--- config.mk ---
export PLATFORM = sky130hd
export DESIGN_NAME = chunked_borrow_subtractor
export DESIGN_NICKNAME = d
export VERILOG_FILES = /design/src/rtl/chunked_borrow_subtractor.sv
export SDC_FILE = /design/constraint.sdc
export NUM_CORES = 1
export LEC_CHECK = 0
export CAP_MARGIN = 25
export CORE_UTILIZATION = 40
export DETAILED_ROUTE_END_ITERATION = 8
export SYNTH_ARGS = -nofsm -noshare
export SYNTH_HDL_FRONTEND = slang
export SYNTH_SLANG_ARGS = --single-unit
export TNS_END_PERCENT = 1
--- constraint.sdc ---
create_clock -name clk -period 4.3 [get_ports clk]
set_input_delay 0.43 -clock clk [delete_from_list [all_inputs] [get_ports clk]]
set_output_delay 0.43 -clock clk [all_outputs]
set_load 0.02 [all_outputs]
--- src/rtl/chunked_borrow_subtractor.sv ---
// Multi-cycle unsigned subtractor: D = {borrow_out, A-B}, one CHUNK-bit slice per clock,
// least-significant slice first, with valid/ready handshakes on both sides.
module chunked_borrow_subtractor #(
  parameter int ANCHO = 64,
  parameter int CHUNK = 8
) (
  input  logic             clk,
  input  logic             rst_n,
  input  logic             in_valid,
  output logic             in_ready,
  input  logic [ANCHO-1:0] A,
  input  logic [ANCHO-1:0] B,
  output logic             out_valid,
  input  logic             out_ready,
  output logic [ANCHO:0]   D,
  output logic             busy
);
  localparam int NCHUNK = ANCHO / CHUNK;
  localparam int IDX_W  = (NCHUNK > 1) ? $clog2(NCHUNK) : 1;
  localparam logic [IDX_W-1:0] LAST_IDX = IDX_W'(NCHUNK - 1);

  if (ANCHO % CHUNK != 0) begin : g_bad_chunk
    $error("chunked_borrow_subtractor: ANCHO must be a multiple of CHUNK");
  end

  typedef enum logic [1:0] {IDLE, RUN, DONE} state_t;

  state_t           state_q, state_d;
  logic [ANCHO-1:0] a_q, a_d, b_q, b_d;
  logic [ANCHO:0]   d_q, d_d;
  logic [IDX_W-1:0] idx_q, idx_d;
  logic             borrow_q, borrow_d;
  logic [CHUNK:0]   slice_diff;

  // Operands shift right each RUN cycle so the active slice is always at bit 0;
  // the MSB of the widened difference is the borrow into the next slice.
  assign slice_diff = {1'b0, a_q[CHUNK-1:0]} - {1'b0, b_q[CHUNK-1:0]}
                    - {{CHUNK{1'b0}}, borrow_q};

  always_comb begin
    state_d  = state_q;
    a_d      = a_q;
    b_d      = b_q;
    d_d      = d_q;
    idx_d    = idx_q;
    borrow_d = borrow_q;
    case (state_q)
      IDLE: begin
        if (in_valid) begin
          a_d      = A;
          b_d      = B;
          idx_d    = '0;
          borrow_d = 1'b0;
          state_d  = RUN;
        end
      end
      RUN: begin
        d_d[int'(idx_q)*CHUNK +: CHUNK] = slice_diff[CHUNK-1:0];
        borrow_d = slice_diff[CHUNK];
        a_d      = a_q >> CHUNK;
        b_d      = b_q >> CHUNK;
        idx_d    = idx_q + 1'b1;
        if (idx_q == LAST_IDX) begin
          d_d[ANCHO] = slice_diff[CHUNK];
          idx_d      = '0;
          state_d    = DONE;
        end
      end
      DONE: begin
        if (out_ready) state_d = IDLE;
      end
      default: state_d = IDLE;
    endcase
  end

  always_ff @(posedge clk) begin
    if (!rst_n) begin
      state_q  <= IDLE;
      a_q      <= '0;
      b_q      <= '0;
      d_q      <= '0;
      idx_q    <= '0;
      borrow_q <= 1'b0;
    end else begin
      state_q  <= state_d;
      a_q      <= a_d;
      b_q      <= b_d;
      d_q      <= d_d;
      idx_q    <= idx_d;
      borrow_q <= borrow_d;
    end
  end

  assign in_ready  = (state_q == IDLE);
  assign out_valid = (state_q == DONE);
  assign busy      = (state_q != IDLE);
  assign D         = d_q;

endmodule

**Word-level counts from Yosys, hierarchy flattened**

Index checks and enable logic that the tools add are counted.

- Word-level logic and storage cells: 38
- Bits of input ports: 132
- Flip-flop bits (word level): 199
- Output and inout bits: 68

- Reductions and logical operators: 5
- Add/sub/neg operators: 4
- Multiplexer cells: 15
- Equal/unequal tests: 6
- Shift-type cells: 2

Operator list:

| operator | count |
|---|---|
| case mux 64 bit (2 select lines) | 2 |
| 2-to-1 mux 64 bit | 2 |
| bitwise mux 65 bit | 1 |
| variable shift 8 x 33 -> 65 bit, first input constant | 1 |
| variable part select 8 x 33 -> 65 bit | 1 |
| negator 6 -> 33 bit | 1 |
| subtractor 8 x 8 -> 9 bit | 1 |
| subtractor 9 x 1 -> 9 bit | 1 |
| 2-to-1 mux 2 bit | 3 |
| 2-to-1 mux 3 bit | 2 |
| case mux 2 bit (3 select lines) | 1 |
| case mux 3 bit (2 select lines) | 1 |
| != test 2 bit, second input constant | 2 |
| nonzero test 2 bit | 2 |
| adder 3 x 1 -> 3 bit, second input constant | 1 |
| equality test 3 bit, second input constant | 1 |
| AND reduction 3 bit | 1 |
| equality test 2 x 1 -> 1 bit, second input constant | 1 |
| equality test 2 bit, second input constant | 1 |
| logical NOT 2 bit | 1 |
| 2-to-1 mux 1 bit | 2 |
| != test 2 x 1 -> 1 bit, second input constant | 1 |
| case mux 1 bit (2 select lines) | 1 |
| AND reduction 2 bit | 1 |

**Logic depth before layout (Yosys ltp)**

Gate-level depths: netlist (run 1).

- Depth after elaboration: 5
- Depth in mapped cells: 11

**Worst setup path before layout (run 1)**

No wires, ideal clock.

- Path kind: register -> register
- From: register idx_q[0]
- To: register d_q[64] (netlist: D[64])
- Setup time: 0.133 ns
- Slack: 1.853 ns
- Data required time: 4.167 ns
- Buffers on the path: 1
- Stages on the path, launching flop included: 10
- Arrival: 2.313 ns
- Cells stage by stage: dfxtp_1 buf_1 inv_1 ha_1 ha_1 nor4b_4 nand2_1 or3_1 o2111ai_1 o311ai_1

- Cells in the longest elaborated chain, start to end: 4

Ends and longest elaborated chain:

| what | line | RTL |
|---|---|---|
| from (decl) | 31 | `logic [IDX_W-1:0] idx_q, idx_d;` |
| from (signal assigned) | 89 | `idx_q <= idx_d;` |
| negator 6 -> 33 bit | 58 | `d_d[int'(idx_q)*CHUNK +: CHUNK] = slice_diff[CHUNK-1:0];` |
| variable part select 8 x 33 -> 65 bit / variable shift 8 x 33 -> 65 bit (equally long branches) | 58 |  |
| bitwise mux 65 bit | 58 |  |
| 2-to-1 mux 1 bit * | 63 | `if (idx_q == LAST_IDX) begin` |
| to (signal assigned) | 81 | `d_q <= '0;` |
| to (signal assigned) | 88 | `d_q <= d_d;` |
| to (decl) | 30 | `logic [ANCHO:0] d_q, d_d;` |

Mark *: on every way between the ends. The rest lies on a longest branch, timed or not.
A chain may end at the register's enable or synchronous reset.

**Worst setup path in the final report (run 1)**

- From: register idx_q[0]
- To: register d_q[37] (netlist: D[37])

- Cells in the longest elaborated chain, start to end: 3

Ends and longest elaborated chain:

| what | line |
|---|---|
| negator 6 -> 33 bit * | 58 |
| variable part select 8 x 33 -> 65 bit / variable shift 8 x 33 -> 65 bit (equally long branches) | 58 |
| bitwise mux 65 bit * | 58 |

Marked as above.

==> results of run 1 <==
[stage by stage]
stage | worst slack, ps | std cells | util, %
6_report | 1276 | 1553 | 52.08
5_1_grt | 1009 | 1553 | 52.08
4_1_cts | 1262 | 1553 | 52.08
3_5_place_dp | 1284 | 1521 | 49.50
2_1_floorplan | 1853 | 1101 | -
3_3_place_gp | 1416 | 1521 | 49.50
[cells in the mapped netlist, drive strengths merged (3+ instances only)]
master / count / area share, %
inv: 28 / 1.1
o311ai: 10 / 0.99
nor2: 120 / 4.7
and3: 4 / 0.26
and2: 12 / 0.78
nand2: 58 / 2.3
a21oi: 117 / 6.3
nand4: 8 / 0.52
mux2i: 8 / 0.83
nor2b: 140 / 9.1
dfxtp: 199 / 41
ha: 18 / 2.3
nand3: 51 / 2.8
xnor2: 3 / 0.27
o21ai: 24 / 1.3
buf: 49 / 2.5
a22oi: 18 / 1.4
or2: 3 / 0.20
a21boi: 28 / 2.2
nand2b: 6 / 0.39
o31ai: 4 / 0.31
clkbuf: 57 / 2.2
o221a: 112 / 13
[worst max path at each step]
stage	endpoint	from	cells past startpoint
4_1_cts	D[37]	idx_q[0]	8
5_1_grt	D[37]	idx_q[0]	8
6_report	D[37]	idx_q[0]	8
3_3_place_gp	D[37]	idx_q[0]	8
2_1_floorplan	D[64]	idx_q[0]	9
3_5_place_dp	D[37]	idx_q[0]	8
[registers in the layout (all words and copies together) (netlist names)]
register / cells
a_q: 64
state_q: 2
borrow_q: 1
b_q: 64
idx_q: 3
D: 65
[power breakdown]
| part | internal (uW) | switching [uW] |
|---|---|---|
| registers | 1970 | 87.0 |
| clock network | 838 | 818 |
| logic | 443 | 514 |
[worst max-delay path: cells and delay by family (launching register included)]
family	cells	cell delay, ps
simple gates	4	1040
flops	1	830
fa+ha+maj	2	640
buf+inv	1	280
compound gates	1	110
[logic make-up (layout without fill, tap and decap cells)]
| group | count (synthesis) | after routing | synth area share, % |
|---|---|---|---|
| flops | 199 | 199 | 41.50 |
| xor+xnor | 5 | 5 | 0.4562 |
| buf+inv | 134 | 267 | 5.839 |
| compound gates | 321 | 321 | 26.25 |
| simple gates | 414 | 414 | 22.36 |
| mux | 8 | 8 | 0.8341 |
| fa+ha+maj | 20 | 20 | 2.763 |
[layout make-up]
type	instances	area, um^2	area share [%]
repair buffers	207	2063	16.88
multi-input cells	768	5061	41.40
inverters	28	105.1	0.8597
clock buffers	17	425.4	3.480
well taps	319	399.1	3.265
clock inverters	15	180.2	1.474
flip-flops and latches	199	3991	32.65
[per-layer routing]
layer	up-vias	wire (um)	GRT usage, %
li1	4157	-	-
met1	3789	13040	31.27
met2	185	11970	33.12
met3	15	1254	4.598
met4	2	187	4.435
met5	-	13	0
==> flow_summary.toml, run 1 <==
[power]
power_uw = 4670
p_leak_uw = 0.004592
ir_worst_vdd_uv = 275.3
p_per_area_nw_per_um2 = 382.0

[critical_path]
path_common_cell = "ha_1"
cp_max_fo = 24
cp_slowest_cell = "dfxtp_1"
cpPeakStageDelay_ps = 830
cp-start-kind = "register"
criticalPathCategory = "register to register"
r2r_cells = 8
crit_required_ps = 4600
crit_chain = "inv_1 -> ha_1 -> ha_1 -> and4bb_2 -> nand2_2 -> or2_0 -> nand3_1 -> o311ai_2"
reg2reg_to = "D[37]"
r2r_slack_ps = 1280
worstReg2RegStart = "idx_q[0]"
cp.arrival_ps = 3330
endpoint_kind = "register"

[final_layout]
area_growth_syn_to_layout_pct = 27.34
final.fill_count = 2237
mostFrequentLayoutCells = "197 x dfxtp_1, 197 x clkdlybuf4s50_1, 140 x nor2b_1"
drive_gt1_share_pct = 13.86
design_area_um2 = 12230
final_nets = 1373
insertedDiodeCount = 0

[synth]
syn_area_per_cell_um2 = 8.720
ys_seq_area_share_pct = 41.50
yosys_warnings = 0
syn-instance-count = 1101
syn_nets = 1253
synth_edf_count = 0
synthArstFlopShare_pct = 0
syn_area_um2 = 9600
synth-seq-cells = 199
synth-main-ff-cell = "dfxtp_1"
synth_cell_type_count = 56

[floorplan]
num_io_pins = 200
dieArea_um2 = 24630
die_h_um = 156.9
row_count = 56
start_util_pct = 40.90
core-area_um2 = 23470
die_w_um = 156.9

[drt]
wl_per_cell_um = 17.04
routed_wl_mm = 26.46
vias_per_cell = 5.247
drtAntennaViolNets = 0
drt-pass1-iter-count = 4
vias = 8148
drt_iter0_drc = 561
drc = 0

[clocking]
cts_buffers = 17
clk_latency_ps = 440
post_cts_buffers = 0
cts_tree = "yes"
ctsHtreeMaxLevel = 4
cts_hold_buf = 0
root_buffer = "clkbuf_16"
cts_buffer_depth = 2
cts_resized = 0
clock_sinks = 199
clk_pin_slew_ps = 80

[grt]
grt_use_total_pct = 21.71
grt_pass1_vias = 7579
grt_pass1_wl_mm = 41.72
grt_max_degree = 103
grt_remaining_overflow = 0
antenna_found_initial = 1

[placement]
dp_hpwl_mm = 17.32
io_buffers = 199
placed_cell_area_um2 = 11620
gp_congestion = 0.7654

[sta]
finalMaxSlewViolations = 0
hold_ws_ps = 459.5
setup_viol = 0
hold_violations = 0
worst_slew_pin_slew_ps = 978.1
period_minus_slack_ps = 3024
period_share_pct = 70.33
fmax_mhz = 330.7
rsz0062_at_grt = "false"
max-slew-margin-rel_pct = 34.32
tns_ps = 0
skew_ps = 13.00

[job]
maxCapViolCount = 0

[worst_hold_path]
hold_depth = 2
hold_path_end = "D[32]"
hold_path.class = "register to register"
hp-start = "D[32]"

[run_status]
outcome = "complete, no violations"
Power figures use the tool's default switching activity.
==> run 2: changes to the inputs <==
clock period = 2.9 ns   (was 4.3 ns; I/O delays follow)
==> run 2 against run 1 <==
Against the previous run: via count grew 1.9%; routed wire length grew 1.5%; setup slack lost 860 ps; final cell count grew 0.32%; count of clock-buffer cells in the layout grew 2; combinational power grew 53%; first-iteration DRC count grew 1.8%; register-to-register slack lost 860 ps; critical path type unchanged; critical endpoint is now D[60]; highest routed layer unchanged.
==> flow_summary.toml, run 2 (synthesized netlist as in run 1, its figures left out) <==
[drt]
routed_wl_mm = 26.87
drtAntennaViolNets = 0
drt-pass1-iter-count = 5
drt_iter0_drc = 571
drc = 0
wl_per_cell_um = 17.25
vias_per_cell = 5.327
vias = 8299

[critical_path]
crit_required_ps = 3260
endpoint_kind = "register"
cp_max_fo = 8
crit_buf_inv = 1
path_common_cell = "fa_1"
cpPeakStageDelay_ps = 430
cp-start-kind = "register"
r2r_cells = 8
crit_chain = "inv_1 -> fa_1 -> fa_1 -> nand2b_1 -> a21oi_1 -> xnor2_1 -> nand3_1 -> a21boi_0"
r2r_slack_ps = 420
criticalPathCategory = "register to register"
cp_slowest_cell = "fa_1"
cp.arrival_ps = 2840
reg2reg_to = "D[60]"
crit_family = "adder cells"
worstReg2RegStart = "b_q[0]"

[floorplan]
row_count = 56
core-area_um2 = 23470
num_io_pins = 200
dieArea_um2 = 24630
start_util_pct = 40.90
die_h_um = 156.9
die_w_um = 156.9

[sta]
fin_ws_ps = 419.4
max-slew-margin-rel_pct = 35.82
worst_slew_pin_slew_ps = 960.5
skew_ps = 10.35
finalMaxSlewViolations = 0
hold_violations = 0
period_share_pct = 85.54
rsz0062_at_grt = "false"
tns_ps = 0
period_minus_slack_ps = 2481
fmax_mhz = 403.1
setup_viol = 0

[power]
ir_worst_vdd_uv = 318.6
p_per_area_nw_per_um2 = 568.5
p_leak_uw = 0.004637

[final_layout]
largest_reg_flops = 65
final_nets = 1378
insertedDiodeCount = 0
area_growth_syn_to_layout_pct = 28.10
drive_gt1_share_pct = 14.12
mostFrequentLayoutCells = "197 x dfxtp_1, 197 x clkdlybuf4s50_1, 140 x nor2b_1"

[grt]
grt_pass1_vias = 8079
grt_pass1_wl_mm = 43.06
antenna_found_initial = 1
grt_max_degree = 154
grt_use_total_pct = 22.25
grt_remaining_overflow = 0

[worst_hold_path]
hp-start = "in_valid"
hold_path_end = "a_q[55]"
hold_path.class = "input port to register"
hold_depth = 3

[clocking]
cts_resized = 0
post_cts_buffers = 0
cts_tree = "yes"
cts_buffers = 17
clk_pin_slew_ps = 70
ctsHtreeMaxLevel = 4
cts_hold_buf = 0
cts_buffer_depth = 2
clk_latency_ps = 440
root_buffer = "clkbuf_16"
clock_sinks = 199

[run_status]
outcome = "complete, no violations"

[job]
maxCapViolCount = 0

[placement]
io_buffers = 199
gp_congestion = 0.7993
pre_cts_slack_ps = 463.5
dp_hpwl_mm = 17.43
-- run 2: cell types whose count changed in the layout (fill, tap and decap cells not counted) --
| cell | change |
|---|---|
| clkbuf_1 | +1 |
| bufinv_16 | +1 |
| buf_4 | +2 |
| clkinv_2 | +1 |
| inv_8 | -3 |
| clkinvlp_4 | -2 |
| buf_12 | +3 |
| clkbuf_8 | +1 |
| clkinv_8 | -2 |
| inv_6 | +3 |
-- run 2: per-layer routing --
metal	vias to the layer above	track usage (%)	share of wire [%]
li1	4177	-	-
met3	18	4.268	4.6
met1	3912	31.17	50
met4	2	5.275	0.87
met5	-	0	0.063
met2	190	35.05	45
-- run 2: worst max-delay path by stage --
stage / slack (ps) / from / depth (start not counted) / end
after floorplan: 450 / idx_q[0] / 9 / D[64]
after global placement: 540 / b_q[0] / 8 / D[28]
after detailed placement: 460 / b_q[0] / 8 / D[36]
after CTS: 440 / b_q[0] / 8 / D[60]
after global routing: 240 / b_q[0] / 8 / D[36]
final: 420 / b_q[0] / 8 / D[60]
-- run 2: worst reg2reg max path, stage by stage (launching register included) --
cell	delay [ps]
dfxtp_1	340
inv_1	60
fa_1	430
fa_1	400
nand2b_1	160
a21oi_1	260
xnor2_1	420
nand3_1	140
a21boi_0	190
-- run 2: stage by stage --
step	hold WS (ps)	area [um^2]	util, %	cells	total power (uW)
detailed placement	447.3	11700	49.82	1526	4558
global route	334.1	12300	52.39	1558	7322
floorplan	459.8	9600	-	1101	4042
CTS	299.8	12300	52.39	1558	7052
global placement	451.9	11700	49.82	1526	4547
finish	319.1	12300	52.39	1558	6991
-- run 2: final cells by class --
type | instances | area [um^2]
Sequential cell | 199 | 3991
Fill cell | 2194 | 11170
Timing Repair Buffer | 212 | 2138
Inverter | 28 | 105.1
Clock buffer | 19 | 442.9
Tap cell | 319 | 399.1
Clock inverter | 13 | 160.2
Multi-Input combinational cell | 768 | 5061
-- run 2: power by group --
part | internal, uW | switching, uW
combinational | 688 | 774
sequential | 2920 | 116
clock | 1330 | 1160
total | 4940 | 2050
==> run 3: changes to the inputs <==
PLACE_DENSITY = 0.73   (was default)
==> run 3 against run 2 <==
Against the previous run: via count up 2.2%; register-to-register slack worse by 150 ps; fmax shrank 5.5%; routed wire length down 1.5%; design area hardly changed; critical path type unchanged; clock skew is 11 ps higher; power decreased by 0.28%; combinational power about the same; critical path depth did not move; highest routed layer unchanged; core utilization barely moved; critical endpoint is now D[14].
==> flow_summary.toml, run 3 (synthesized netlist as in run 1, its figures left out) <==
[worst_hold_path]
hold_path.class = "input port to register"
hp-start = "rst_n"

[clocking]
clk_pin_slew_ps = 80
cts_hold_buf = 0
cts_buffer_depth = 2
ctsHtreeMaxLevel = 4
clock_sinks = 199
cts_resized = 0
clk_latency_ps = 450
post_cts_buffers = 0
root_buffer = "clkbuf_16"
cts_buffers = 17
cts_tree = "yes"

[run_status]
outcome = "complete, no violations"

[final_layout]
final.fill_count = 2190
insertedDiodeCount = 0
area_growth_syn_to_layout_pct = 28.09
drive_gt1_share_pct = 14.21
mostFrequentLayoutCells = "197 x dfxtp_1, 197 x clkdlybuf4s50_1, 140 x nor2b_1"
fin_util_pct = 52.39
final_nets = 1378
largest_reg_flops = 65

[critical_path]
cp.arrival_ps = 2920
worstReg2RegStart = "b_q[0]"
cp-start-kind = "register"
endpoint_kind = "register"
criticalPathCategory = "register to register"
crit_required_ps = 3200
crit_start = "b_q[0]"
cp_max_fo = 8

[grt]
met1_usage_pct = 29.43
grt_pass1_wl_mm = 41.42
use_met3_pct = 4.983
antenna_found_initial = 1
grt_pass1_vias = 7783
top_usage_layer = "met2"
use_met2_pct = 33.44
grt_max_degree = 92
grt_remaining_overflow = 0
grt_use_total_pct = 21.37

[sta]
hold_violations = 0
worst_slew_pin_slew_ps = 830.6
period_share_pct = 90.55
rsz0062_at_grt = "false"
max-slew-margin-rel_pct = 44.23
period_minus_slack_ps = 2626
fmax_mhz = 380.8
finalMaxSlewViolations = 0
hold_ws_ps = 261.6
tns_ps = 0
skew_ps = 20.97
setup_viol = 0

[drt]
wl_per_cell_um = 16.99
drc = 0
vias = 8478
routed_wl_mm = 26.48
drtAntennaViolNets = 0
drt_iter0_drc = 716
drt-pass1-iter-count = 5
vias_per_cell = 5.442

[floorplan]
dieArea_um2 = 24630
die_h_um = 156.9
core-area_um2 = 23470
num_io_pins = 200
row_count = 56
die_w_um = 156.9
start_util_pct = 40.90

[placement]
gp_congestion = 0.8450
io_buffers = 199
dp_hpwl_mm = 17.46

[power]
p_leak_uw = 0.004634
p_per_area_nw_per_um2 = 566.9
ir_worst_vdd_uv = 403.6

[job]
maxCapViolCount = 0
## run 3: cell count changes in the layout (fill, tap and decap cells not counted)
cell       before  now
clkinv_4        3    0
clkbuf_1        1    0
buf_4          10   11
clkinv_2        1    0
inv_12          0    3
clkinv_8        0    3
inv_8           3    5
buf_12          4    3
clkbuf_8        1    0
bufinv_16       2    0
## run 3: final timing paths
kind / end / slack [ps] / cells after the start
max: D[14] / 270 / 8
min: state_q[0] / 260 / 2
max reg2reg: D[14] / 270 / 8
min reg2reg: D[32] / 460 / 2
## run 3: cell type report
class / count / area, um^2 / share of cell area, %
Multi-Input combinational cell: 768 / 5061 / 41.16
Sequential cell: 199 / 3991 / 32.46
Timing Repair Buffer: 212 / 2126 / 17.29
Clock inverter: 15 / 188.9 / 1.536
Inverter: 28 / 105.1 / 0.8547
Clock buffer: 17 / 425.4 / 3.460
Tap cell: 319 / 399.1 / 3.246
## run 3: worst max-delay path, cell delays in order (launching register included)
cell      delay (ps)
dfxtp_1          340
inv_1             60
fa_1             440
fa_1             410
nand2b_1         160
a21oi_1          250
o21ai_0          140
xnor2_1          510
o21ai_0          190
## run 3: power breakdown
group	switching (uW)	leakage (uW)	internal [uW]
combinational	779	0.00270	676
sequential	120	0.00164	2920
clock	1280	0.000300	1200
total	2180	0.00463	4790
## run 3: stage by stage
stage          instance area [um^2]  instances  total power, uW  setup slack, ps
2_1_floorplan                  9600       1101             4042            453.4
3_3_place_gp                  11680       1526             4518            348.0
3_5_place_dp                  11680       1526             4549            261.3
4_1_cts                       12300       1558             7017            283.2
5_1_grt                       12300       1558             7286            41.03
6_report                      12300       1558             6972            274.0
## run 3: metal layers
metal	up-vias	share of wire, %	routed length (um)
li1	4167	-	-
met1	4019	47	12530
met2	264	46	12100
met3	26	5.7	1504
met4	2	1.2	330
met5	-	0.049	13
==> patch (settings of run 3) <==
Take the reset off `a_q`, `b_q` and `d_q` and load them in a clocked block of their own.
--- a/src/rtl/chunked_borrow_subtractor.sv
+++ b/src/rtl/chunked_borrow_subtractor.sv
@@ -77,17 +77,17 @@
     if (!rst_n) begin
       state_q  <= IDLE;
-      a_q      <= '0;
-      b_q      <= '0;
-      d_q      <= '0;
       idx_q    <= '0;
       borrow_q <= 1'b0;
     end else begin
       state_q  <= state_d;
-      a_q      <= a_d;
-      b_q      <= b_d;
-      d_q      <= d_d;
       idx_q    <= idx_d;
       borrow_q <= borrow_d;
     end
+  end
+
+  always_ff @(posedge clk) begin
+    a_q <= a_d;
+    b_q <= b_d;
+    d_q <= d_d;
   end
 
Function: differs if rst_n is asserted again (counterexample within 4 cycles, from zero or initial values and one cycle with rst_n low); with rst_n held inactive, the same outputs for 10 cycles.
==> patch against run 3 <==
Wire length is 31% lower. Largest power group unchanged. Via count is 29% lower. Utilization is 2.9 points higher. Cell count is 17% lower. Clock skew is 0.0086 ns lower. Global-route usage is 4.5 points lower. Critical endpoint is now D[34]. Setup slack better by 0.093 ns. Area after synthesis is 8.6% lower. Sequential cell count stayed put. Power is 0.89% higher. Critical path type unchanged. Largest cell class is now flip-flops and latches. Design area is 4.3% lower.
==> patch: results (changes against run 3) <==
stage	metric	value	unit	change
logic_synthesis	top post-synthesis cells by area	edfxtp_1, nand2_1, ha_1, nor2_1, dfxtp_1		
power	Seq pwr share	0.493		+0.057
grt	GRT met1 Usage	0.191		-0.103
route	final WL	18400	µm	-31%
grt	M2 GR Usage	0.295		-0.0393
route	via count	6035		-29%
logic_synthesis	synth unique cells	50		-11%
setup_path	Crit-path slowest cell	dfxtp_1		
final_layout	comb_multi_in	534		-30%
min_path	hold path cells	4		+2
setup_path	CP peak stage delay	0.56	ns	+0.05 ns
route	Iter 0 DRT Violations	305		-57%
logic_synthesis	sequential area share after synthesis	0.674		+0.259
logic_synthesis	EDFF count, synth	193		+193
setup_path	WP data arrival	2.67	ns	-0.25 ns
placement	HPWL Detailed	12700	µm	-27%
setup_path	end of the worst register-to-register path	D[34]		
logic_synthesis	Synth top cells by count	nand2_1, edfxtp_1, nor2_1, inv_1, ha_1		
status	status	finished clean		
final_layout	final std cells w/o fill	1291		-17%
grt	initial antenna violation count	0		-1
route	uppermost routed layer	met4		
grt	global-route wire length before repair	28800	µm	-30%
route	Detail Route met3 WL	1730	µm	+15%
final_layout	fillers	1813		-17%
power	power density over the cells	598	mW/mm²	+5.4%
final_layout	share of cells above drive strength 1	0.0797		-0.0623
power	Sw Ratio	0.268		-0.0443
setup_path	critical path fanouts, max	12		+4
timing	clk_skew	0.0124	ns	-0.00859 ns
final_layout	Non-Clock Buffer Area Fraction	0.187		+0.0138
final_layout	layout net count	1155		-16%
grt	GR Util met3	0.0618		+0.0120
power	Lkg Pwr	0.00475	µW	+2.6%
route	Routed met1 length	7230	µm	-42%
grt	largest net degree at the start of global routing	116		+26%
final_layout	storage element area	0.00592	mm²	+48%
final_layout	Signal buffers	218		+2.8%
grt	vias in the first global route	5837		-25%
-- patch: how the worst min path moves through the flow --
stage               from  slack [ns]         end
6_report       out_ready        0.49  state_q[1]
5_1_grt             A[0]        0.49      a_q[0]
4_1_cts            B[48]        0.47     b_q[48]
3_5_place_dp    borrow_q        0.49    borrow_q
3_3_place_gp    borrow_q        0.48    borrow_q
2_1_floorplan      rst_n        0.41    idx_q[1]
-- patch: cell families (layout without fill, tap and decap cells) --
logic type / after synthesis / count (layout) / share of synthesized area
mux: 1 / 1 / 0.00257
compound gates: 30 / 30 / 0.0241
xor+xnor: 6 / 6 / 0.00770
fa+ha+maj: 20 / 20 / 0.0302
buf+inv: 65 / 283 / 0.0317
flops: 199 / 199 / 0.674
simple gates: 477 / 477 / 0.229
-- patch: worst max-delay path: cells and delay by family (launching register included) --
kind          cells  cell delay, ns
buf+inv           3            0.40
simple gates      2            0.63
flops             1            0.56
fa+ha+maj         2            0.65
